File: config.mk
export PLATFORM = sky130hd
export DESIGN_NAME = hazard_scoreboard
export DESIGN_NICKNAME = d
export VERILOG_FILES = /design/src/rtl/hazard_scoreboard_pkg.sv /design/src/rtl/hazard_scoreboard_sb_pending_counter.sv /design/src/rtl/hazard_scoreboard.sv
export SDC_FILE = /design/constraint.sdc
export NUM_CORES = 1
export LEC_CHECK = 0
export CORE_MARGIN = 1
export CORE_UTILIZATION = 45
export CTS_CLUSTER_SIZE = 25
export DETAILED_ROUTE_END_ITERATION = 10
export PLACE_DENSITY = 0.79
export SYNTH_ARGS = -nofsm -noshare
export SYNTH_HDL_FRONTEND = slang
export SYNTH_SLANG_ARGS = --single-unit
File: constraint.sdc
create_clock -name clk -period 2.09 [get_ports clk]
set_input_delay 0.3135 -clock clk [delete_from_list [all_inputs] [get_ports clk]]
set_output_delay 0.3135 -clock clk [all_outputs]
set_load 0.02 [all_outputs]
File: src/rtl/hazard_scoreboard_pkg.sv
// hazard_scoreboard_pkg: FSM state encodings and default sizing shared by the hazard scoreboard.
package hazard_scoreboard_pkg;
  typedef enum logic {SB_IDLE, SB_FLUSH} sb_state_e;
  localparam int SB_MAX_INFLIGHT = 3;
  localparam int SB_CNT_W = 3;
  localparam int SB_FLUSH_CYCLES = 2;
  localparam int SB_FLUSH_W = 4;
endpackage

File: src/rtl/hazard_scoreboard_sb_pending_counter.sv
// sb_pending_counter: saturating up/down counter of outstanding writes to one register.
module sb_pending_counter #(
  parameter int MAX = 3,
  parameter int W = 3
) (
  input  logic         clk,
  input  logic         rst,
  input  logic         inc,
  input  logic         dec,
  input  logic         clr,
  output logic [W-1:0] count,
  output logic         full,
  output logic         empty,
  output logic         overflow,
  output logic         underflow
);
  assign full = count == W'(MAX);
  assign empty = count == '0;
  assign overflow = inc && !dec && full;
  assign underflow = dec && !inc && empty;
  always_ff @(posedge clk or posedge rst)
    if (rst) count <= '0;
    else if (clr) count <= '0;
    else if (inc && !dec && !full) count <= count + W'(1);
    else if (dec && !inc && !empty) count <= count - W'(1);
endmodule

File: src/rtl/hazard_scoreboard.sv
// hazard_scoreboard: tracks in-flight A/X writes and sequences the mispredict flush.
// Optional same-cycle retire bypass: define HAZARD_SCOREBOARD_BYPASS_EN.
module hazard_scoreboard
  import hazard_scoreboard_pkg::*;
#(
  parameter int MAX_INFLIGHT = SB_MAX_INFLIGHT,
  parameter int CNT_W = SB_CNT_W,
  parameter int FLUSH_CYCLES = SB_FLUSH_CYCLES
) (
  input  logic             clk,
  input  logic             rst,
  input  logic             issue,
  input  logic             issue_wr_A,
  input  logic             issue_wr_X,
  input  logic             retire_A,
  input  logic             retire_X,
  input  logic             branch_mispredict,
  output logic             issue_rdy,
  output logic             stage2_writes_A,
  output logic             stage2_writes_X,
  output logic             flush_hold,
  output logic [CNT_W-1:0] pending_A,
  output logic [CNT_W-1:0] pending_X,
  output logic             err
);
  sb_state_e state;
  logic [SB_FLUSH_W-1:0] flush_cnt;
  logic en, free_a, free_x;
  logic full_a, full_x, empty_a, empty_x, ovf_a, ovf_x, unf_a, unf_x;
`ifdef HAZARD_SCOREBOARD_BYPASS_EN
  assign free_a = !full_a || retire_A;
  assign free_x = !full_x || retire_X;
  assign stage2_writes_A = !empty_a && !(retire_A && pending_A == CNT_W'(1));
  assign stage2_writes_X = !empty_x && !(retire_X && pending_X == CNT_W'(1));
`else
  assign free_a = !full_a;
  assign free_x = !full_x;
  assign stage2_writes_A = !empty_a;
  assign stage2_writes_X = !empty_x;
`endif
  assign issue_rdy = free_a && free_x && state == SB_IDLE;
  // the mispredict cycle itself carries killed instructions, so counting is gated off
  assign en = state == SB_IDLE && !branch_mispredict;
  sb_pending_counter #(.MAX(MAX_INFLIGHT), .W(CNT_W)) u_cnt_a (
    .clk(clk), .rst(rst), .inc(en && issue && issue_wr_A && issue_rdy), .dec(en && retire_A),
    .clr(branch_mispredict), .count(pending_A), .full(full_a), .empty(empty_a),
    .overflow(ovf_a), .underflow(unf_a)
  );
  sb_pending_counter #(.MAX(MAX_INFLIGHT), .W(CNT_W)) u_cnt_x (
    .clk(clk), .rst(rst), .inc(en && issue && issue_wr_X && issue_rdy), .dec(en && retire_X),
    .clr(branch_mispredict), .count(pending_X), .full(full_x), .empty(empty_x),
    .overflow(ovf_x), .underflow(unf_x)
  );
  always_ff @(posedge clk or posedge rst)
    if (rst) begin
      state <= SB_IDLE;
      flush_cnt <= '0;
      flush_hold <= 1'b0;
      err <= 1'b0;
    end else begin
      err <= err || (en && (ovf_a || ovf_x || unf_a || unf_x || (issue && !issue_rdy)));
      if (branch_mispredict) begin
        state <= SB_FLUSH;
        flush_cnt <= SB_FLUSH_W'(FLUSH_CYCLES);
        flush_hold <= 1'b1;
      end else if (state == SB_FLUSH) begin
        flush_cnt <= flush_cnt - SB_FLUSH_W'(1);
        if (flush_cnt == SB_FLUSH_W'(1)) begin
          state <= SB_IDLE;
          flush_hold <= 1'b0;
        end
      end
    end
endmodule

==> metrics.txt, run 1 <==
# TYPE chip_impl_metric gauge
chip_impl_info{name="outcome",value="finished, violations left"} 1
chip_impl_info{name="failed_checks",value="negative setup slack"} 1
chip_impl_info{name="regToRegEndpoint",value="u_cnt_a.count[1]"} 1
chip_impl_metric{name="vdd_drop_max",unit="V"} 0.000495
chip_impl_info{name="ys_dominant_reg_cell",value="sky130_fd_sc_hd__dfrtp_1"} 1
chip_impl_metric{name="initial_antenna_violation_count",unit=""} 0
chip_impl_metric{name="buffer_ports.inserted",unit=""} 18
chip_impl_metric{name="core_area",unit="sq um"} 1800
chip_impl_metric{name="cts_hold_buffers",unit=""} 0
chip_impl_metric{name="max_slew.worst_pin.slew",unit="ns"} 0.500
chip_impl_metric{name="worst_slew_margin_rel",unit="%"} 66.6
chip_impl_metric{name="track_usage",unit="%"} 23.0
chip_impl_info{name="end_kind",value="flop"} 1
chip_impl_metric{name="routedWlPerCell",unit="microns"} 13.4
chip_impl_metric{name="dieArea",unit="sq um"} 2200
chip_impl_metric{name="min_period_over_period",unit="%"} 100
chip_impl_metric{name="clock_tree.htree_level_count",unit=""} 1
chip_impl_info{name="crit_path_start_kind",value="flop"} 1
chip_impl_metric{name="timing_hold_violations_final",unit=""} 0
chip_impl_metric{name="placed_cells",unit=""} 162
chip_impl_metric{name="place.detailed.hpwl",unit="microns"} 1710
chip_impl_info{name="hold_class",value="in2async"} 1
chip_impl_metric{name="power.switching",unit="mW"} 0.283
chip_impl_metric{name="antennaDiodeCount",unit=""} 0
chip_impl_metric{name="die_width",unit="microns"} 46.9
chip_impl_metric{name="timing.final.setup_violations",unit=""} 1
chip_impl_metric{name="slew_violations",unit=""} 0
chip_impl_metric{name="worstRegToRegCells",unit=""} 6
chip_impl_info{name="reg2reg_from",value="u_cnt_a.count[1]"} 1
chip_impl_metric{name="count_of_flip_flops_with_a_built_in_enable_after_synthesis",unit=""} 0
chip_impl_metric{name="io_pins",unit=""} 19
chip_impl_metric{name="fin_worst_skew",unit="ns"} 0.00234
chip_impl_metric{name="grt_pass1_wl",unit="microns"} 3570
chip_impl_metric{name="clock_latency_of_the_later_clocked_register_in_the_worst_skew_pair",unit="ns"} 0.28
chip_impl_metric{name="drt_first_pass_iters",unit=""} 4
chip_impl_metric{name="cts.reportedPaths.clkPinSlew",unit="ns"} 0.08
chip_impl_metric{name="power.total",unit="mW"} 0.811
chip_impl_metric{name="clockBufferDepth",unit=""} 2
chip_impl_metric{name="syn_inst",unit=""} 104
chip_impl_metric{name="final_util",unit="%"} 73.1
chip_impl_metric{name="setup_slack",unit="ns"} -0.00211
chip_impl_metric{name="gp_routability_congestion",unit=""} 0.862
chip_impl_metric{name="netlist_area",unit="sq um"} 906
chip_impl_metric{name="layout-area-overhead-vs-synth",unit="%"} 45.3
chip_impl_metric{name="worstPathMaxFanout",unit=""} 3
chip_impl_metric{name="layout_min_cycle_time",unit="ns"} 2.09
chip_impl_metric{name="clock.fmax",unit="MHz"} 478
chip_impl_metric{name="synth.net_count",unit=""} 116
chip_impl_metric{name="clkSinkCount",unit=""} 13
chip_impl_metric{name="vias",unit=""} 901
chip_impl_info{name="most-common-layout-cells",value="21 x sky130_fd_sc_hd__buf_4, 15 x sky130_fd_sc_hd__nor2_1, 15 x sky130_fd_sc_hd__clkdlybuf4s50_1, 10 x sky130_fd_sc_hd__inv_1, 7 x sky130_fd_sc_hd__dfrtp_1"} 1
chip_impl_metric{name="grt_start_max_net_pins",unit=""} 14
chip_impl_metric{name="antenna_left",unit=""} 0
chip_impl_metric{name="hold-worst-slack",unit="ns"} 0.350
chip_impl_metric{name="via_count_of_the_first_global_routing_pass",unit=""} 831
chip_impl_metric{name="die_y",unit="microns"} 46.9
chip_impl_metric{name="timing.max_cap.violations",unit=""} 0
chip_impl_metric{name="detail_route.drc_violations",unit=""} 0
chip_impl_metric{name="floorplan.rows",unit=""} 15
chip_impl_metric{name="power_per_cell_area",unit="nW/um^2"} 616
chip_impl_metric{name="internal_power",unit="mW"} 0.527
chip_impl_metric{name="placement.cell_area",unit="sq um"} 1260
chip_impl_metric{name="combinational_power_share",unit="%"} 38.5
chip_impl_metric{name="synth-async-reset-ratio",unit="%"} 100
chip_impl_metric{name="drive_above_1_share",unit="%"} 23.8
chip_impl_metric{name="synthesis.yosys.warnings",unit=""} 0
chip_impl_metric{name="proportion_of_synthesized_chip_area_in_sequential_cells",unit="%"} 35.9
chip_impl_metric{name="layout_cells_excl_fill",unit=""} 168
chip_impl_metric{name="seq_power_share",unit="%"} 41.7
chip_impl_metric{name="power_switching_share",unit="%"} 35.0
chip_impl_metric{name="clock_network_power_share",unit="%"} 19.9
chip_impl_metric{name="finalSetupTns",unit="ns"} -0.00211
chip_impl_metric{name="globalRoute.totalOverflow",unit=""} 0
chip_impl_metric{name="timing.critical_path.required",unit="ns"} 2.30
chip_impl_info{name="clock-root-buffer",value="sky130_fd_sc_hd__clkbuf_4"} 1
chip_impl_metric{name="post_synth.cell_area_avg",unit="sq um"} 8.71
chip_impl_info{name="grt_setup_unrepaired",value="yes"} 1
chip_impl_metric{name="synth_cell_type_count",unit=""} 39
chip_impl_metric{name="fillerInstances",unit=""} 145
chip_impl_metric{name="power.leakage",unit="nW"} 0.635
chip_impl_metric{name="final_design_area_no_fill",unit="sq um"} 1320
chip_impl_metric{name="regToRegSetupSlack",unit="ns"} -0.002
chip_impl_metric{name="via_per_inst",unit=""} 5.36
chip_impl_metric{name="fin_nets",unit=""} 156
chip_impl_metric{name="totalWireLength",unit="microns"} 2240
chip_impl_metric{name="drt_iter0_drc",unit=""} 25
chip_impl_metric{name="preCtsSetupSlack",unit="ns"} -0.214
chip_impl_info{name="crit_type",value="reg2reg"} 1
chip_impl_metric{name="worst-endpoint-arrival",unit="ns"} 2.30
chip_impl_info{name="most_common_cell_after_layout_fill_and_taps_aside",value="sky130_fd_sc_hd__buf_4"} 1
chip_impl_metric{name="initial_core_util",unit="%"} 50.3
chip_impl_info{name="tritoncts",value="built"} 1
chip_impl_metric{name="numCtsBuffers",unit=""} 3
chip_impl_metric{name="yosys_register_bits",unit=""} 13
==> repair_timing <==
item | in CTS | in global routing
pin swaps | 0 | 2
buffers inserted | 0 | 2
endpoints found under the setup margin | 2 | 4
resized for setup | 2 | 4
==> final cells by class <==
| type | count | area, sq um | area share [%] |
|---|---|---|---|
| clock buffers | 4 | 26.3 | 2.00 |
| inverters | 10 | 37.5 | 2.85 |
| multi-input cells | 77 | 547 | 41.5 |
| flip-flops and latches | 13 | 333 | 25.3 |
| well taps | 25 | 31.3 | 2.38 |
| repair buffers | 39 | 342 | 26.0 |
==> flip-flops by register name (all words and copies together), names as in the netlist <==
register and cells:
flush_cnt 4, flush_hold 1, state 1, u_cnt_x.count 3
err 1, u_cnt_a.count 3
==> worst max path at each step <==
stage	end	start
final	u_cnt_a.count[1]	u_cnt_a.count[1]
after CTS	u_cnt_a.count[1]	u_cnt_a.count[1]
after detailed placement	u_cnt_a.count[1]	issue
after global placement	u_cnt_a.count[1]	issue
after global routing	u_cnt_a.count[1]	u_cnt_a.count[1]
after floorplan	u_cnt_a.count[1]	u_cnt_a.count[0]
==> metal layers <==
layer	track usage, %	share of wire, %	routed length, microns	up-vias
li1	-	-	-	441
met1	31.2	45	1000	434
met2	38.1	49	1110	22
met3	3.85	4.7	106	4
met4	6.29	1.0	23	0
met5	0	0	0	-
==> cell usage after synthesis, types with 3 or more instances <==
cell type	instances	area share [%]
sky130_fd_sc_hd__dfrtp_1	13	36
sky130_fd_sc_hd__nor2_1	15	6.2
sky130_fd_sc_hd__mux2i_1	4	4.4
sky130_fd_sc_hd__a21oi_1	4	2.2
sky130_fd_sc_hd__clkbuf_1	3	1.2
sky130_fd_sc_hd__o21ai_0	4	2.2
sky130_fd_sc_hd__nor3_1	5	2.8
sky130_fd_sc_hd__xnor2_1	3	2.9
sky130_fd_sc_hd__inv_1	10	4.1
sky130_fd_sc_hd__nand2_1	5	2.1
==> power by group through the flow <==
stage	Clock (mW)	Sequential, mW	Combinational [mW]
floorplan	0	0.356	0.163
global placement	0	0.340	0.299
detailed placement	0	0.344	0.310
CTS	0.164	0.339	0.312
global route	0.173	0.344	0.347
finish	0.161	0.338	0.312
==> critical path: stages (launching register included) <==
cell and delay (ns):
sky130_fd_sc_hd__dfrtp_2 0.43, sky130_fd_sc_hd__and3b_1 0.20, sky130_fd_sc_hd__or3_4 0.41, sky130_fd_sc_hd__nor3_4 0.13, sky130_fd_sc_hd__fa_1 0.45, sky130_fd_sc_hd__a311o_1 0.30
sky130_fd_sc_hd__a21oi_2 0.11
==> cell families (layout without fill, tap and decap cells) <==
logic type,after synthesis,count (layout),synth area share [%]
mux,6,6,6.91
buf+inv,14,53,5.94
xor+xnor,4,4,3.87
simple gates,46,46,27.2
compound gates,17,17,13.0
fa+ha+maj,4,4,7.18
flops,13,13,35.9
Note: power is estimated with default switching activity, not from simulation.
==> run 2, diff against run 1 <==
--- a/config.mk
+++ b/config.mk
@@ -5,11 +5,13 @@
 export SDC_FILE = /design/constraint.sdc
 export NUM_CORES = 1
 export LEC_CHECK = 0
+export CELL_PAD_IN_SITES_DETAIL_PLACEMENT = 1
+export CELL_PAD_IN_SITES_GLOBAL_PLACEMENT = 2
 export CORE_MARGIN = 1
-export CORE_UTILIZATION = 45
+export CORE_UTILIZATION = 26
 export CTS_CLUSTER_SIZE = 25
 export DETAILED_ROUTE_END_ITERATION = 10
-export PLACE_DENSITY = 0.79
+export PLACE_DENSITY = 0.77
 export SYNTH_ARGS = -nofsm -noshare
 export SYNTH_HDL_FRONTEND = slang
 export SYNTH_SLANG_ARGS = --single-unit
==> run 2 against run 1 <==
Effect of this change: the flow still finishes with violations (negative setup slack); clock skew is 0.0020 ns lower; die area is 70% higher; sequential power hardly changed; cell area is 0.29% higher; combinational power hardly changed; clock power hardly changed; via count is 0.22% higher; wire length is 14% higher; critical endpoint unchanged; highest routed layer unchanged.
==> metrics.txt, run 2 (synthesized netlist as in run 1, its figures left out) <==
# TYPE chip_impl_metric gauge
chip_impl_metric{name="initial_core_util",unit="%"} 27.1
chip_impl_metric{name="timing.critical_path.required",unit="ns"} 2.29
chip_impl_metric{name="power.leakage",unit="nW"} 0.598
chip_impl_metric{name="detail_route.drc_violations",unit=""} 0
chip_impl_metric{name="numCtsBuffers",unit=""} 3
chip_impl_metric{name="routedWlPerCell",unit="microns"} 13.8
chip_impl_metric{name="totalWireLength",unit="microns"} 2560
chip_impl_metric{name="gp_routability_congestion",unit=""} 0.825
chip_impl_metric{name="worst_slew_margin_rel",unit="%"} 63.2
chip_impl_metric{name="worst-endpoint-arrival",unit="ns"} 2.30
chip_impl_metric{name="drive_above_1_share",unit="%"} 23.7
chip_impl_metric{name="clkSinkCount",unit=""} 13
chip_impl_metric{name="initial_antenna_violation_count",unit=""} 0
chip_impl_info{name="crit_path_start_kind",value="flop"} 1
chip_impl_metric{name="globalRoute.totalOverflow",unit=""} 0
chip_impl_info{name="crit_type",value="reg2reg"} 1
chip_impl_metric{name="fin_nets",unit=""} 152
chip_impl_metric{name="layout_min_cycle_time",unit="ns"} 2.10
chip_impl_info{name="tritoncts",value="built"} 1
chip_impl_metric{name="place.detailed.hpwl",unit="microns"} 1970
chip_impl_metric{name="buffer_ports.inserted",unit=""} 18
chip_impl_info{name="grt_setup_unrepaired",value="yes"} 1
chip_impl_metric{name="core_area",unit="sq um"} 3340
chip_impl_metric{name="fin_worst_skew",unit="ns"} 0.000317
chip_impl_metric{name="die_width",unit="microns"} 61.0
chip_impl_metric{name="clock.fmax",unit="MHz"} 477
chip_impl_metric{name="cts_hold_buffers",unit=""} 0
chip_impl_info{name="failed_checks",value="negative setup slack"} 1
chip_impl_metric{name="layout-area-overhead-vs-synth",unit="%"} 45.7
chip_impl_metric{name="track_usage",unit="%"} 16.0
chip_impl_metric{name="clock_network_power_share",unit="%"} 20.0
chip_impl_info{name="largestRegisters",value="flush_cnt (4), u_cnt_a.count (3), u_cnt_x.count (3)"} 1
chip_impl_metric{name="power_per_cell_area",unit="nW/um^2"} 615
chip_impl_metric{name="drt_first_pass_iters",unit=""} 4
chip_impl_metric{name="dieArea",unit="sq um"} 3720
chip_impl_metric{name="vias",unit=""} 903
chip_impl_metric{name="power.switching",unit="mW"} 0.290
chip_impl_metric{name="cts.reportedPaths.clkPinSlew",unit="ns"} 0.08
chip_impl_metric{name="grt_pass1_wl",unit="microns"} 4270
chip_impl_metric{name="via_count_of_the_first_global_routing_pass",unit=""} 957
chip_impl_metric{name="grt_start_max_net_pins",unit=""} 15
chip_impl_info{name="end_kind",value="flop"} 1
chip_impl_metric{name="largest_reg_flops",unit=""} 4
chip_impl_info{name="clock-root-buffer",value="sky130_fd_sc_hd__clkbuf_4"} 1
chip_impl_metric{name="max_slew.worst_pin.slew",unit="ns"} 0.551
chip_impl_metric{name="clock_tree.htree_level_count",unit=""} 1
chip_impl_metric{name="internal_power",unit="mW"} 0.522
chip_impl_metric{name="combinational_power_share",unit="%"} 38.6
chip_impl_info{name="outcome",value="finished, violations left"} 1
chip_impl_metric{name="seq_power_share",unit="%"} 41.5
chip_impl_metric{name="final_util",unit="%"} 39.6
chip_impl_metric{name="floorplan.rows",unit=""} 21
chip_impl_metric{name="min_period_over_period",unit="%"} 100
chip_impl_metric{name="timing.final.setup_violations",unit=""} 1
chip_impl_metric{name="fillerInstances",unit=""} 408
chip_impl_metric{name="worstPathMaxFanout",unit=""} 4
chip_impl_metric{name="drt_iter0_drc",unit=""} 30
chip_impl_metric{name="setup_slack",unit="ns"} -0.00807
chip_impl_metric{name="antenna_left",unit=""} 0
chip_impl_metric{name="clockBufferDepth",unit=""} 2
chip_impl_metric{name="antennaDiodeCount",unit=""} 0
chip_impl_info{name="cp_cell_sequence",value="and3b_1 -> or3_4 -> nor3_4 -> fa_1 -> a311o_1 -> a21oi_1"} 1
chip_impl_metric{name="worst_path_largest_cell_delay",unit="ns"} 0.45
chip_impl_info{name="hold_class",value="in2async"} 1
chip_impl_info{name="reg_with_most_ffs",value="flush_cnt"} 1
chip_impl_metric{name="die_y",unit="microns"} 61.0
chip_impl_metric{name="clock_latency_of_the_later_clocked_register_in_the_worst_skew_pair",unit="ns"} 0.27
chip_impl_metric{name="timing_hold_violations_final",unit=""} 0
chip_impl_metric{name="finalSetupTns",unit="ns"} -0.00807
chip_impl_metric{name="timing.max_cap.violations",unit=""} 0
chip_impl_info{name="most-common-layout-cells",value="17 x sky130_fd_sc_hd__buf_4, 16 x sky130_fd_sc_hd__clkdlybuf4s50_1, 13 x sky130_fd_sc_hd__nor2_1, 10 x sky130_fd_sc_hd__inv_1, 7 x sky130_fd_sc_hd__dfrtp_1"} 1
chip_impl_metric{name="via_per_inst",unit=""} 4.88
chip_impl_metric{name="io_pins",unit=""} 19
chip_impl_info{name="crit_path_top_delay_cell",value="sky130_fd_sc_hd__fa_1"} 1
chip_impl_info{name="most_common_cell_after_layout_fill_and_taps_aside",value="sky130_fd_sc_hd__buf_4"} 1
chip_impl_metric{name="vdd_drop_max",unit="V"} 0.000334
chip_impl_metric{name="power_switching_share",unit="%"} 35.7
chip_impl_metric{name="slew_violations",unit=""} 0
[run 2: changes by cell type in the layout (fill, tap and decap cells not counted), sizes merged]
cell and delta:
clkdlybuf4s50 +1, buf -4, dlymetal6s2s -1
[run 2: repair_timing]
| action | 4_1_cts | 5_1_grt |
|---|---|---|
| pin swaps | 0 | 1 |
| gates resized for setup | 1 | 8 |
| setup endpoints to repair | 2 | 4 |
| setup buffers | 1 | 0 |
[run 2: metrics by stage]
stage | hold WS, ns | total power [mW] | setup slack (ns) | std cells | area (sq um)
2_1_floorplan | 0.190 | 0.519 | -0.0673 | 104 | 918
3_3_place_gp | 0.474 | 0.637 | -0.182 | 180 | 1260
3_5_place_dp | 0.478 | 0.653 | -0.226 | 180 | 1260
4_1_cts | 0.382 | 0.819 | -0.0137 | 185 | 1290
5_1_grt | 0.423 | 0.880 | -0.111 | 185 | 1320
6_report | 0.374 | 0.812 | -0.00807 | 185 | 1320
[run 2: layout make-up]
cell class / instances / area [sq um] / share of cell area (%)
well taps: 46 / 57.6 / 4.36
multi-input cells: 77 / 557 / 42.2
flip-flops and latches: 13 / 333 / 25.2
clock buffers: 4 / 26.3 / 1.99
inverters: 10 / 37.5 / 2.84
repair buffers: 35 / 309 / 23.4
[run 2: power groups by stage]
stage	combinational [mW]	clock, mW	sequential, mW
6_report	0.313	0.162	0.337
5_1_grt	0.352	0.182	0.346
4_1_cts	0.312	0.169	0.338
3_5_place_dp	0.310	0	0.342
3_3_place_gp	0.297	0	0.341
2_1_floorplan	0.163	0	0.356
[run 2: critical path, delay by kind of cell (launching register included)]
kind                       cells  cell delay [ns]
adders and majority gates      1             0.45
and+or+nand+nor                3             0.73
AOI/OAI and AO/OA              2             0.41
DFF                            1             0.44
[run 2: worst paths after layout]
path / startpoint / end / slack [ns] / cells past startpoint
min in group clk: err / err / 0.49 / 1
worst min-delay path: rst / flush_cnt[1] / 0.37 / 2
max in group asynchronous: rst / u_cnt_a.count[1] / 1.32 / 2
worst min register to register: err / err / 0.49 / 1
worst max register to register: u_cnt_a.count[1] / u_cnt_a.count[1] / -0.008 / 6
worst max-delay path: u_cnt_a.count[1] / u_cnt_a.count[1] / -0.008 / 6
[run 2: routing by layer]
metal | GRT usage, % | up-vias | routed length, microns
met3 | 2.94 | 4 | 83
met1 | 20.6 | 452 | 1180
met2 | 25.6 | 16 | 1260
li1 | - | 431 | -
met4 | 8.44 | 0 | 39
met5 | 0 | - | 0
